==> config.mk <==
export PLATFORM = sky130hd
export DESIGN_NAME = iterative_muldiv_flat
export DESIGN_NICKNAME = d
export VERILOG_FILES = /design/src/rtl/muldiv_pkg.sv /design/src/rtl/iterative_muldiv_if.sv /design/src/rtl/muldiv_step.sv /design/src/rtl/iterative_muldiv.sv /design/src/flat_wrapper.sv
export SDC_FILE = /design/constraint.sdc
export NUM_CORES = 1
export LEC_CHECK = 0
export ABC_CLOCK_PERIOD_IN_PS = 8500
export BUFFER_PORTS_ARGS = -buffer_cell sky130_fd_sc_hd__buf_4
export CORE_AREA = 2 2 146 148
export CTS_CLUSTER_DIAMETER = 80
export DETAILED_ROUTE_END_ITERATION = 6
export DIE_AREA = 0 0 148 150
export PLACE_DENSITY = 0.81
export RECOVER_POWER = 100
export SKIP_LAST_GASP = 1
export SYNTH_ARGS = -nofsm -noshare
export SYNTH_HDL_FRONTEND = slang
export SYNTH_SLANG_ARGS = --single-unit
export TNS_END_PERCENT = 100
==> constraint.sdc <==
create_clock -name clk -period 8.5 [get_ports clk]
set_input_delay 1.275 -clock clk [delete_from_list [all_inputs] [get_ports clk]]
set_output_delay 1.275 -clock clk [all_outputs]
set_load 0.005 [all_outputs]
==> src/rtl/muldiv_pkg.sv <==
// rtl/muldiv_pkg.sv - shared constants and state encoding for the iterative multiply/divide unit
package muldiv_pkg;

    localparam logic        OP_MUL        = 1'b0;
    localparam logic        OP_DIV        = 1'b1;
    localparam int          MULDIV_WIDTH  = 32;
    localparam logic [31:0] DIV0_QUOTIENT = 32'hFFFF_FFFF;

    typedef enum logic [1:0] {
        ST_IDLE = 2'd0,
        ST_CALC = 2'd1,
        ST_DONE = 2'd2
    } state_e;

endpackage

==> src/rtl/iterative_muldiv_if.sv <==
// rtl/iterative_muldiv_if.sv - issue/result handshake between register file and muldiv unit
interface iterative_muldiv_if #(
    parameter int WIDTH      = 32,
    parameter int REG_ADDR_W = 5
);
    logic                  start;
    logic                  op;
    logic [WIDTH-1:0]      operand_a;
    logic [WIDTH-1:0]      operand_b;
    logic [REG_ADDR_W-1:0] dest_reg;
    logic                  busy;
    logic                  done;
    logic [WIDTH-1:0]      result_lo;
    logic [WIDTH-1:0]      result_hi;
    logic [REG_ADDR_W-1:0] result_reg;
    logic                  div_by_zero;

    modport master (
        output start, op, operand_a, operand_b, dest_reg,
        input  busy, done, result_lo, result_hi, result_reg, div_by_zero
    );

    modport slave (
        input  start, op, operand_a, operand_b, dest_reg,
        output busy, done, result_lo, result_hi, result_reg, div_by_zero
    );
endinterface

==> src/rtl/muldiv_step.sv <==
// rtl/muldiv_step.sv - one combinational shift-add or restoring-division iteration
module muldiv_step
    import muldiv_pkg::*;
#(
    parameter int WIDTH = 32
) (
    input  logic             op,
    input  logic [WIDTH-1:0] acc_hi,
    input  logic [WIDTH-1:0] acc_lo,
    input  logic [WIDTH-1:0] b,
    output logic [WIDTH-1:0] next_hi,
    output logic [WIDTH-1:0] next_lo
);

    logic [WIDTH:0]   sum;
    logic [WIDTH:0]   sh_r;
    logic [WIDTH-1:0] diff;

    // Remainder stays below the divisor, so WIDTH bits hold it between iterations.
    always_comb begin
        sum  = {1'b0, acc_hi} + (acc_lo[0] ? {1'b0, b} : '0);
        sh_r = {acc_hi, acc_lo[WIDTH-1]};
        diff = sh_r[WIDTH-1:0] - b;
        if (op == OP_MUL) begin
            next_hi = sum[WIDTH:1];
            next_lo = {sum[0], acc_lo[WIDTH-1:1]};
        end else if (sh_r >= {1'b0, b}) begin
            next_hi = diff;
            next_lo = {acc_lo[WIDTH-2:0], 1'b1};
        end else begin
            next_hi = sh_r[WIDTH-1:0];
            next_lo = {acc_lo[WIDTH-2:0], 1'b0};
        end
    end

endmodule

==> src/rtl/iterative_muldiv.sv <==
// rtl/iterative_muldiv.sv - multi-cycle unsigned multiply/divide with start/busy/done handshake
module iterative_muldiv
    import muldiv_pkg::*;
#(
    parameter int WIDTH      = MULDIV_WIDTH,
    parameter int REG_ADDR_W = 5
) (
    input  logic clk,
    input  logic rst,
    iterative_muldiv_if.slave bus
);

    localparam int CNT_W = $clog2(WIDTH);

    state_e                state, state_nxt;
    logic [CNT_W-1:0]      count;
    logic                  op_q;
    logic [WIDTH-1:0]      b_q;
    logic [WIDTH-1:0]      acc_hi, acc_lo;
    logic [WIDTH-1:0]      step_hi, step_lo;
    logic [REG_ADDR_W-1:0] reg_q;
    logic                  div0;
    logic                  last_iter;

    muldiv_step #(.WIDTH(WIDTH)) u_step (
        .op      (op_q),
        .acc_hi  (acc_hi),
        .acc_lo  (acc_lo),
        .b       (b_q),
        .next_hi (step_hi),
        .next_lo (step_lo)
    );

    // Divide-by-zero is resolved on the first CALC edge from the captured operands.
    assign div0      = (op_q == OP_DIV) && (b_q == '0) && (count == '0);
    assign last_iter = (count == CNT_W'(WIDTH - 1));

    always_comb begin
        state_nxt = state;
        case (state)
            ST_IDLE: if (bus.start) state_nxt = ST_CALC;
            ST_CALC: if (div0 || last_iter) state_nxt = ST_DONE;
            ST_DONE: state_nxt = ST_IDLE;
            default: state_nxt = ST_IDLE;
        endcase
    end

    always_ff @(posedge clk or negedge rst) begin
        if (!rst) begin
            state           <= ST_IDLE;
            count           <= '0;
            op_q            <= OP_MUL;
            b_q             <= '0;
            acc_hi          <= '0;
            acc_lo          <= '0;
            reg_q           <= '0;
            bus.result_lo   <= '0;
            bus.result_hi   <= '0;
            bus.result_reg  <= '0;
            bus.div_by_zero <= 1'b0;
        end else begin
            state <= state_nxt;
            case (state)
                ST_IDLE: begin
                    if (bus.start) begin
                        op_q   <= bus.op;
                        b_q    <= bus.operand_b;
                        acc_hi <= '0;
                        acc_lo <= bus.operand_a;
                        reg_q  <= bus.dest_reg;
                        count  <= '0;
                    end
                end
                ST_CALC: begin
                    acc_hi <= step_hi;
                    acc_lo <= step_lo;
                    count  <= count + 1'b1;
                    if (div0) begin
                        bus.result_lo   <= '1;
                        bus.result_hi   <= acc_lo;
                        bus.result_reg  <= reg_q;
                        bus.div_by_zero <= 1'b1;
                    end else if (last_iter) begin
                        bus.result_lo   <= step_lo;
                        bus.result_hi   <= step_hi;
                        bus.result_reg  <= reg_q;
                        bus.div_by_zero <= 1'b0;
                    end
                end
                ST_DONE: begin
                    bus.div_by_zero <= 1'b0;
                    count           <= '0;
                end
                default: ;
            endcase
        end
    end

    assign bus.busy = (state != ST_IDLE);
    assign bus.done = (state == ST_DONE);

endmodule

==> src/flat_wrapper.sv <==
// flat-port wrapper written by rule: the top's interface ports become plain ports
module iterative_muldiv_flat import muldiv_pkg::*;
#(
    parameter int WIDTH      = MULDIV_WIDTH,
    parameter int REG_ADDR_W = 5
)
  (clk, rst, bus_start, bus_op, bus_operand_a, bus_operand_b, bus_dest_reg, bus_busy, bus_done, bus_result_lo, bus_result_hi, bus_result_reg, bus_div_by_zero);
  iterative_muldiv_if #(.WIDTH(WIDTH), .REG_ADDR_W(REG_ADDR_W)) bus_i ();
  input  logic clk;
  input  logic rst;
  input wire logic [$bits(bus_i.start)-1:0] bus_start;
  input wire logic [$bits(bus_i.op)-1:0] bus_op;
  input wire logic [$bits(bus_i.operand_a)-1:0] bus_operand_a;
  input wire logic [$bits(bus_i.operand_b)-1:0] bus_operand_b;
  input wire logic [$bits(bus_i.dest_reg)-1:0] bus_dest_reg;
  output wire logic [$bits(bus_i.busy)-1:0] bus_busy;
  output wire logic [$bits(bus_i.done)-1:0] bus_done;
  output wire logic [$bits(bus_i.result_lo)-1:0] bus_result_lo;
  output wire logic [$bits(bus_i.result_hi)-1:0] bus_result_hi;
  output wire logic [$bits(bus_i.result_reg)-1:0] bus_result_reg;
  output wire logic [$bits(bus_i.div_by_zero)-1:0] bus_div_by_zero;
  assign bus_i.start = bus_start;
  assign bus_i.op = bus_op;
  assign bus_i.operand_a = bus_operand_a;
  assign bus_i.operand_b = bus_operand_b;
  assign bus_i.dest_reg = bus_dest_reg;
  assign bus_busy = bus_i.busy;
  assign bus_done = bus_i.done;
  assign bus_result_lo = bus_i.result_lo;
  assign bus_result_hi = bus_i.result_hi;
  assign bus_result_reg = bus_i.result_reg;
  assign bus_div_by_zero = bus_i.div_by_zero;
  iterative_muldiv #(.WIDTH(WIDTH), .REG_ADDR_W(REG_ADDR_W)) u_core (.clk(clk), .rst(rst), .bus(bus_i));
endmodule
==> metrics.txt, run 1 <==
Die Wd 148 um; post-synth top area share 0.366; Avg Inst Size Synth 8.57 um^2; total grt overflow 0; layout cell share with drive strength beyond 1 0.160; status finished, violations left; largest area contributor in the netlist dfrtp_1; Placement Setup Slack 4.39 ns; async set or reset register ratio after synthesis 1.00; hold_buf cts 0; setup bufs post-CTS 0; # clock sinks 179; DRC errors left 0; count leader, synth nand2_1; Hold Path Class flip-flop to flip-flop; Fmax achieved 0.171 GHz; antenna violations before repair 1; GR Util All Layers 0.346; Worst Hold Slack 0.474 ns; DRT iter0 DRCs 1,044; nets 1,666; Slew headroom -1.57; Syn. warnings 0; crit path max fanout 104; slew of the pin with the lowest slew margin 3.85 ns; via count 11,500; Synth Cell Area 0.0122 mm^2; Power Total 5.91 mW; CP Class flip-flop to flip-flop; Hold Fails Final Rpt 0; Rows 53; GPL Wtd Cong 1.03; Routed Antenna Nets 0; max-slew violation count 217; Die H 150 um; Synth top cells by count nand2_1 (197), dfrtp_1 (179), o21ai_0 (144), a21oi_1 (104), nor2_1 (100); post-route setup slack 2.65 ns; crit start category flip-flop; vias in the first global route 11,000; number of max-cap violations 3; Setup TNS Final 0 ns; EDFF count, synth 0; top cells by area, synth dfrtp_1 (37%), ha_1 (7.3%), nand2_1 (6.0%); #FFs+latches synth 179; CTS clk-pin slew, worst paths 0.09 ns; Multi-input gate area 0.00722 mm^2; failing checks max-capacitance violations, max-slew violations; Util after Layout 0.674; Starting Density 0.591; PortBufs 144; Layout Skew 0.0142 ns; part of the cycle the worst path needs 0.688; clk_lat worst skew 0.44 ns; root buf cell clkbuf_16; CTS tree yes; flop2flop setup slack 2.65 ns; worst reg2reg path depth 5; RSZ-0062 raised after global routing no; CTS max path bufs 2; final setup violating endpoints 0; total wire length 37,600 um; Unique masters post-synth 82; Ports 145; first-pass GRT wire length 60,200 um; DRT Pass-1 Iters 7; CP arrival 6.17 ns; Post-Syn Nets 1,573; Storage cell area 0.00448 mm^2; die area 0.0222 mm^2; minimum clock period 5.85 ns; Top FF cell, synth dfrtp_1; sequential area share after synthesis 0.366; vias per cell 6.34; Setup crit end kind flip-flop; Filler Cells Inserted 1,751; H-Tree Depth 4; DP Wirelength 26,900 um; Data required, critical path 8.81 ns; core area 0.0207 mm^2; Max VDD drop 0.193 mV; Post-Synthesis Cells 1,427; post-CTS resize count 0; pin count of the biggest net entering global routing 110; PD cells 424 mW/mm^2; Syn-to-layout area delta 14.1%; Num CTS Buffers 17; average wire per standard cell 20.8 um; Diodes inserted 0; Pleak 6.85 nW; cell depth of the worst hold path 2
==> area by class of cell <==
type                       count  share of cell area
clock inverter                15              0.0142
multi-input combinational   1119               0.517
clock buffer                  17              0.0305
tap                          275              0.0247
inverter                      50              0.0135
timing repair buffer         153              0.0786
sequential                   179               0.321
==> logic make-up (layout without fill, tap and decap cells) <==
family | after synthesis | after routing | share of synthesized area
AO/OA/AOI/OAI | 432 | 432 | 0.218
XOR/XNOR | 51 | 51 | 0.0365
adder cells (fa/ha/maj) | 73 | 73 | 0.0759
buffers and inverters | 129 | 235 | 0.0446
flip-flops | 179 | 179 | 0.366
multiplexers | 90 | 90 | 0.0788
AND/OR/NAND/NOR | 473 | 473 | 0.180
==> through the flow <==
step	instances	cell area [um^2]
3_3_place_gp	1776	13400
6_report	1808	13900
4_1_cts	1808	14000
2_1_floorplan	1427	12200
3_5_place_dp	1776	13400
5_1_grt	1808	13900
==> routing by layer <==
| layer | wire (um) | global-route usage | share of wire |
|---|---|---|---|
| met1 | 16400 | 0.486 | 0.43 |
| met2 | 17000 | 0.534 | 0.45 |
| met4 | 859 | 0.0971 | 0.023 |
| met3 | 3450 | 0.0848 | 0.092 |
| met5 | 13 | 0 | 0.00035 |
==> path summary, 6_finish.rpt <==
check,start,endpoint
worst min-delay path,u_core.reg_q[1],u_core.bus.result_reg[1]
min in group asynchronous,rst,u_core.bus.result_lo[25]
worst min register to register,u_core.reg_q[1],u_core.bus.result_reg[1]
worst max-delay path,u_core.state[1],u_core.acc_hi[14]
worst max register to register,u_core.state[1],u_core.acc_hi[14]
max in group asynchronous,rst,u_core.acc_lo[31]
==> placed cells by master (no fill, tap or decap), types with 12 or more instances in the layout <==
cell	instances
clkbuf_16	17
and2_1	36
xnor2_1	29
and3_1	32
mux2i_1	40
clkbuf_1	15
ha_1	71
o21ai_0	153
a21o_1	38
nand3_1	27
nor3_1	18
nand4_1	15
xor2_1	22
mux2_2	48
clkbuf_4	60
a22o_1	12
buf_4	77
dfrtp_1	178
inv_1	50
a21oi_1	104
nand2_1	197
nor2_1	100
a31oi_1	46
==> report_power, final <==
| part | internal, mW | total (mW) | switching (mW) | leakage (nW) |
|---|---|---|---|---|
| clock network | 0.406 | 0.832 | 0.426 | 0.297 |
| registers | 1.10 | 1.43 | 0.328 | 2.32 |
| logic | 1.39 | 3.65 | 2.26 | 4.24 |
==> critical path: stages, from the launching register on <==
cell,delay [ns]
dfrtp_1,0.42
inv_1,0.09
ha_1,0.16
clkbuf_1,2.69
nand2_1,1.78
o21ai_0,0.57
(Power assumes the default switching activity.)
==> inputs of run 2 (changes only) <==
--- a/config.mk
+++ b/config.mk
@@ -5,7 +5,7 @@
 export SDC_FILE = /design/constraint.sdc
 export NUM_CORES = 1
 export LEC_CHECK = 0
-export ABC_CLOCK_PERIOD_IN_PS = 8500
+export ABC_CLOCK_PERIOD_IN_PS = 5840
 export BUFFER_PORTS_ARGS = -buffer_cell sky130_fd_sc_hd__buf_4
 export CORE_AREA = 2 2 146 148
 export CTS_CLUSTER_DIAMETER = 80
==> constraint.sdc (replaced) <==
create_clock -name clk -period 5.84 [get_ports clk]
set_input_delay 0.876 -clock clk [delete_from_list [all_inputs] [get_ports clk]]
set_output_delay 0.876 -clock clk [all_outputs]
set_load 0.005 [all_outputs]
==> metrics.txt, run 2 (synthesis results as in run 1) <==
vias in the first global route 10,500; post-CTS resize count 0; layout cell share with drive strength beyond 1 0.155; PD cells 613 mW/mm^2; CTS clk-pin slew, worst paths 0.08 ns; Levels on crit path 6; P_sw 4.33 mW; post-route setup slack 1.26 ns; DRT Pass-1 Iters 6; Clk network pwr share 0.137; cell depth of the worst hold path 2; Setup TNS Final 0 ns; clk_lat worst skew 0.45 ns; Power Total 8.50 mW; Slew headroom -0.710; GR Util All Layers 0.340; average wire per standard cell 20.7 um; Die H 150 um; vias per cell 6.28; # clock sinks 179; DRC errors left 0; crit path max fanout 81; met3 wire length 3620 um; Data required, critical path 6.08 ns; CP arrival 4.82 ns; Net Sw Frac 0.510; crit-path max cell delay 1.31 ns; total wire length 37,500 um; Max VDD drop 0.290 mV; total grt overflow 0; status finished, violations left; CTS tree yes; worst reg2reg path depth 6; most common cell after layout, fill and taps aside nand2_1; die area 0.0222 mm^2; H-Tree Depth 4; core area 0.0207 mm^2; PortBufs 144; minimum clock period 4.58 ns; M1 wire length 16,300 um; Critical Path, Cell by Cell inv_1 -> ha_1 -> nand2_1 -> a21boi_4 -> clkbuf_2 -> o21ai_0; Rows 53; antenna violations before repair 0; nets 1,666; Diodes inserted 0; via count 11,400; final setup violating endpoints 0; most frequent cells in the layout nand2_1 (197), dfrtp_1 (178), o21ai_0 (151); Routed Antenna Nets 0; DR WL met2 16,500 um; CP max stage cell nand2_1; top layer reached by signal wires met4; Syn-to-layout area delta 13.5%; DRT iter0 DRCs 1,026; delay-heaviest family, CP simple AND/OR/NAND/NOR gates; setup bufs post-CTS 0; root buf cell clkbuf_16; RSZ-0062 raised after global routing no; share of total power in sequential cells 0.247; Num CTS Buffers 17; Hold Fails Final Rpt 0; Setup crit end kind flip-flop; Layout Skew 0.0158 ns; Placement Setup Slack 1.76 ns; part of the cycle the worst path needs 0.785; GPL Wtd Cong 0.959; Starting Density 0.591; Hold Path Class flip-flop to flip-flop; Pleak 6.82 nW; number of max-cap violations 3; DP Wirelength 26,900 um; Ports 145; crit start category flip-flop; Fmax achieved 0.218 GHz; CP Class flip-flop to flip-flop; Internal Power 4.17 mW; slew of the pin with the lowest slew margin 2.57 ns; Filler Cells Inserted 1,742; number of buffer and inverter stages on the critical path 2; max-slew violation count 226; failing checks max-capacitance violations, max-slew violations; first-pass GRT wire length 58,700 um; pin count of the biggest net entering global routing 105; CTS max path bufs 2; Comb power frac 0.616; Die Wd 148 um; hold_buf cts 0
[run 2: final timing paths]
kind,to,slack (ns),start
max,u_core.acc_lo[0],1.26,u_core.state[0]
min,u_core.bus.result_reg[0],0.47,u_core.reg_q[0]
max reg2reg,u_core.acc_lo[0],1.26,u_core.state[0]
min reg2reg,u_core.bus.result_reg[0],0.47,u_core.reg_q[0]
max in group asynchronous,u_core.bus.result_hi[12],2.90,rst
min in group asynchronous,u_core.reg_q[3],1.22,rst
[run 2: worst register-to-register path, cell delays in order (launching register included)]
cell and delay (ns):
dfrtp_1 0.41, inv_1 0.09, ha_1 0.23, nand2_1 1.32
a21boi_4 0.73, clkbuf_2 1.19, o21ai_0 0.40
[run 2: cell type report]
class,count,area [um^2],share of cell area
tap,275,344,0.0248
inverter,50,188,0.0135
timing repair buffer,153,1080,0.0776
multi-input combinational,1119,7190,0.519
clock buffer,17,425,0.0307
sequential,179,4480,0.323
clock inverter,14,165,0.0119
[run 2: stage by stage]
step                       util  hold WS (ns)  instances  cell area, um^2
final                     0.670         0.468       1807            13900
after detailed placement  0.648         0.449       1776            13400
after global routing      0.670         0.501       1807            13900
after global placement    0.648         0.442       1776            13400
after CTS                 0.676         0.470       1807            14000
after floorplan               -         0.433       1427            12200
[run 2: layer usage]
metal | vias to the layer above | global-route usage
li1 | 5292 | -
met3 | 62 | 0.0796
met2 | 555 | 0.506
met4 | 0 | 0.109
met1 | 5441 | 0.490
met5 | - | 0
[run 2: power by group through the flow]
stage / sequential, mW / combinational (mW) / clock, mW
CTS: 2.08 / 5.14 / 1.17
detailed placement: 2.09 / 5.09 / 0
finish: 2.10 / 5.24 / 1.16
global placement: 2.09 / 5.04 / 0
floorplan: 1.86 / 3.99 / 0
global route: 2.14 / 5.71 / 1.22
==> inputs of run 3 (changes only) <==
--- a/config.mk
+++ b/config.mk
@@ -5,13 +5,13 @@
 export SDC_FILE = /design/constraint.sdc
 export NUM_CORES = 1
 export LEC_CHECK = 0
-export ABC_CLOCK_PERIOD_IN_PS = 5840
+export ABC_CLOCK_PERIOD_IN_PS = 3700
 export BUFFER_PORTS_ARGS = -buffer_cell sky130_fd_sc_hd__buf_4
-export CORE_AREA = 2 2 146 148
+export CORE_AREA = 2 2 154 156
 export CTS_CLUSTER_DIAMETER = 80
 export DETAILED_ROUTE_END_ITERATION = 6
-export DIE_AREA = 0 0 148 150
-export PLACE_DENSITY = 0.81
+export DIE_AREA = 0 0 156 158
+export PLACE_DENSITY = 0.77
 export RECOVER_POWER = 100
 export SKIP_LAST_GASP = 1
 export SYNTH_ARGS = -nofsm -noshare
==> constraint.sdc (replaced) <==
create_clock -name clk -period 3.7 [get_ports clk]
set_input_delay 0.555 -clock clk [delete_from_list [all_inputs] [get_ports clk]]
set_output_delay 0.555 -clock clk [all_outputs]
set_load 0.005 [all_outputs]
==> metrics.txt, run 3 (synthesis results as in run 1) <==
setup bufs post-CTS 0; Num CTS Buffers 17; most frequent cells in the layout nand2_1 (196), dfrtp_1 (177), o21ai_0 (151); Ports 145; pin count of the biggest net entering global routing 97; Worst Hold Slack 0.333 ns; Multi-input gate area 0.00719 mm^2; core area 0.0231 mm^2; vias per cell 6.11; Setup TNS Final 0 ns; DP Wirelength 27,400 um; CTS max path bufs 2; Storage cell area 0.00448 mm^2; vias in the first global route 10,600; Pleak 6.99 nW; post-route setup slack 0.194 ns; Fmax achieved 0.285 GHz; CP arrival 3.83 ns; root buf cell clkbuf_16; failing checks max-capacitance violations, max-slew violations; Placement Setup Slack 0.0489 ns; die area 0.0246 mm^2; GR Util met1 0.435; Filler Cells Inserted 2,016; Hold Fails Final Rpt 0; average wire per standard cell 20.0 um; nets 1,707; Hold Path Class input pin to flip-flop; crit start category flip-flop; Max VDD drop 0.394 mV; delay-heaviest family, CP simple AND/OR/NAND/NOR gates; first-pass GRT wire length 59,000 um; Data required, critical path 4.03 ns; PortBufs 144; Cells after DPL 1,832; minimum clock period 3.51 ns; Rows 56; total wire length 37,400 um; layer with the highest usage met2; CTS clk-pin slew, worst paths 0.08 ns; PD cells 974 mW/mm^2; Die Wd 156 um; CTS tree yes; DRT Pass-1 Iters 6; Syn-to-layout area delta 16.2%; Routed Antenna Nets 0; Die H 158 um; CP max stage cell nor3_1; layout cell share with drive strength beyond 1 0.171; RSZ-0062 raised after global routing no; GR Util All Layers 0.307; GR Layer Usage met2 0.480; Critical Path, Cell by Cell ha_1 -> nand2_1 -> nor3_1 -> a31oi_1 -> and3b_1 -> a21oi_1 -> buf_12 -> mux2_2 -> a21oi_1 -> clkbuf_1 -> o21ai_0; Slew headroom -0.659; crit-path max cell delay 0.46 ns; H-Tree Depth 4; Post-Layout Cell Count 1,864; clk_lat worst skew 0.45 ns; DRC errors left 0; status finished, violations left; Setup crit end kind flip-flop; total grt overflow 0; final setup violating endpoints 0; Starting Density 0.530; Diodes inserted 0; # clock sinks 179; via count 11,400; number of max-cap violations 2; antenna violations before repair 0; DRT iter0 DRCs 1,095; most common cell after layout, fill and taps aside nand2_1; CP Class flip-flop to flip-flop; slew of the pin with the lowest slew margin 2.49 ns; part of the cycle the worst path needs 0.947; most frequent CP cell a21oi_1; Layout Skew 0.0213 ns; crit path max fanout 19; max-slew violation count 192; number of buffer and inverter stages on the critical path 2; GPL Wtd Cong 0.963; grt met3 use 0.0567
==> run 3: changes by cell type in the layout (fill, tap and decap cells not counted), moves of 2 or more <==
cell / before / now
buf_4: 78 / 102
clkbuf_1: 18 / 28
buf_12: 0 / 4
clkinv_4: 4 / 1
a2111oi_0: 2 / 0
a2111oi_1: 0 / 2
clkbuf_4: 55 / 57
clkinvlp_4: 0 / 2
inv_6: 1 / 3
mux2_1: 2 / 4
mux2_2: 48 / 46
==> run 3: final timing paths <==
check / from / endpoint / slack, ns / depth (start not counted)
setup / recovery: u_core.acc_hi[26] / u_core.bus.result_hi[11] / 0.19 / 11
hold / removal: bus_dest_reg[2] / u_core.reg_q[2] / 0.33 / 2
setup reg to reg: u_core.acc_hi[26] / u_core.bus.result_hi[11] / 0.19 / 11
hold reg to reg: u_core.reg_q[1] / u_core.bus.result_reg[1] / 0.46 / 2
max in group asynchronous: rst / u_core.bus.result_hi[1] / 0.87 / 2
min in group asynchronous: rst / u_core.reg_q[3] / 0.83 / 1
==> run 3: area by class of cell <==
type / count / share of cell area
sequential: 179 / 0.316
inverter: 50 / 0.0132
tap: 290 / 0.0255
timing repair buffer: 194 / 0.0982
clock inverter: 14 / 0.0109
clock buffer: 18 / 0.0302
multi-input combinational: 1119 / 0.506
==> run 3: metrics by stage <==
step	cell area [um^2]	power [mW]	utilization
2_1_floorplan	12200	9.23	-
5_1_grt	14200	14.8	0.616
4_1_cts	14400	13.8	0.623
6_report	14200	13.8	0.616
3_5_place_dp	13800	11.9	0.598
3_3_place_gp	13800	11.7	0.598
==> run 3: report_power, final <==
group          leakage, nW  switching [mW]  internal (mW)  total (mW)
sequential            2.32           0.738           2.52        3.26
clock                0.280           0.943          0.908        1.85
combinational         4.39            5.21           3.50        8.71
==> run 3: routing by layer <==
metal  wire, um  share of wire
met1      16400           0.44
met2      16800           0.45
met3       3180          0.085
met4       1030          0.028
met5          0              0
==> run 3: timing repair <==
action	CTS	global route
endpoints found under the setup margin	0	22
hold buffers	0	0
resized for setup	0	3
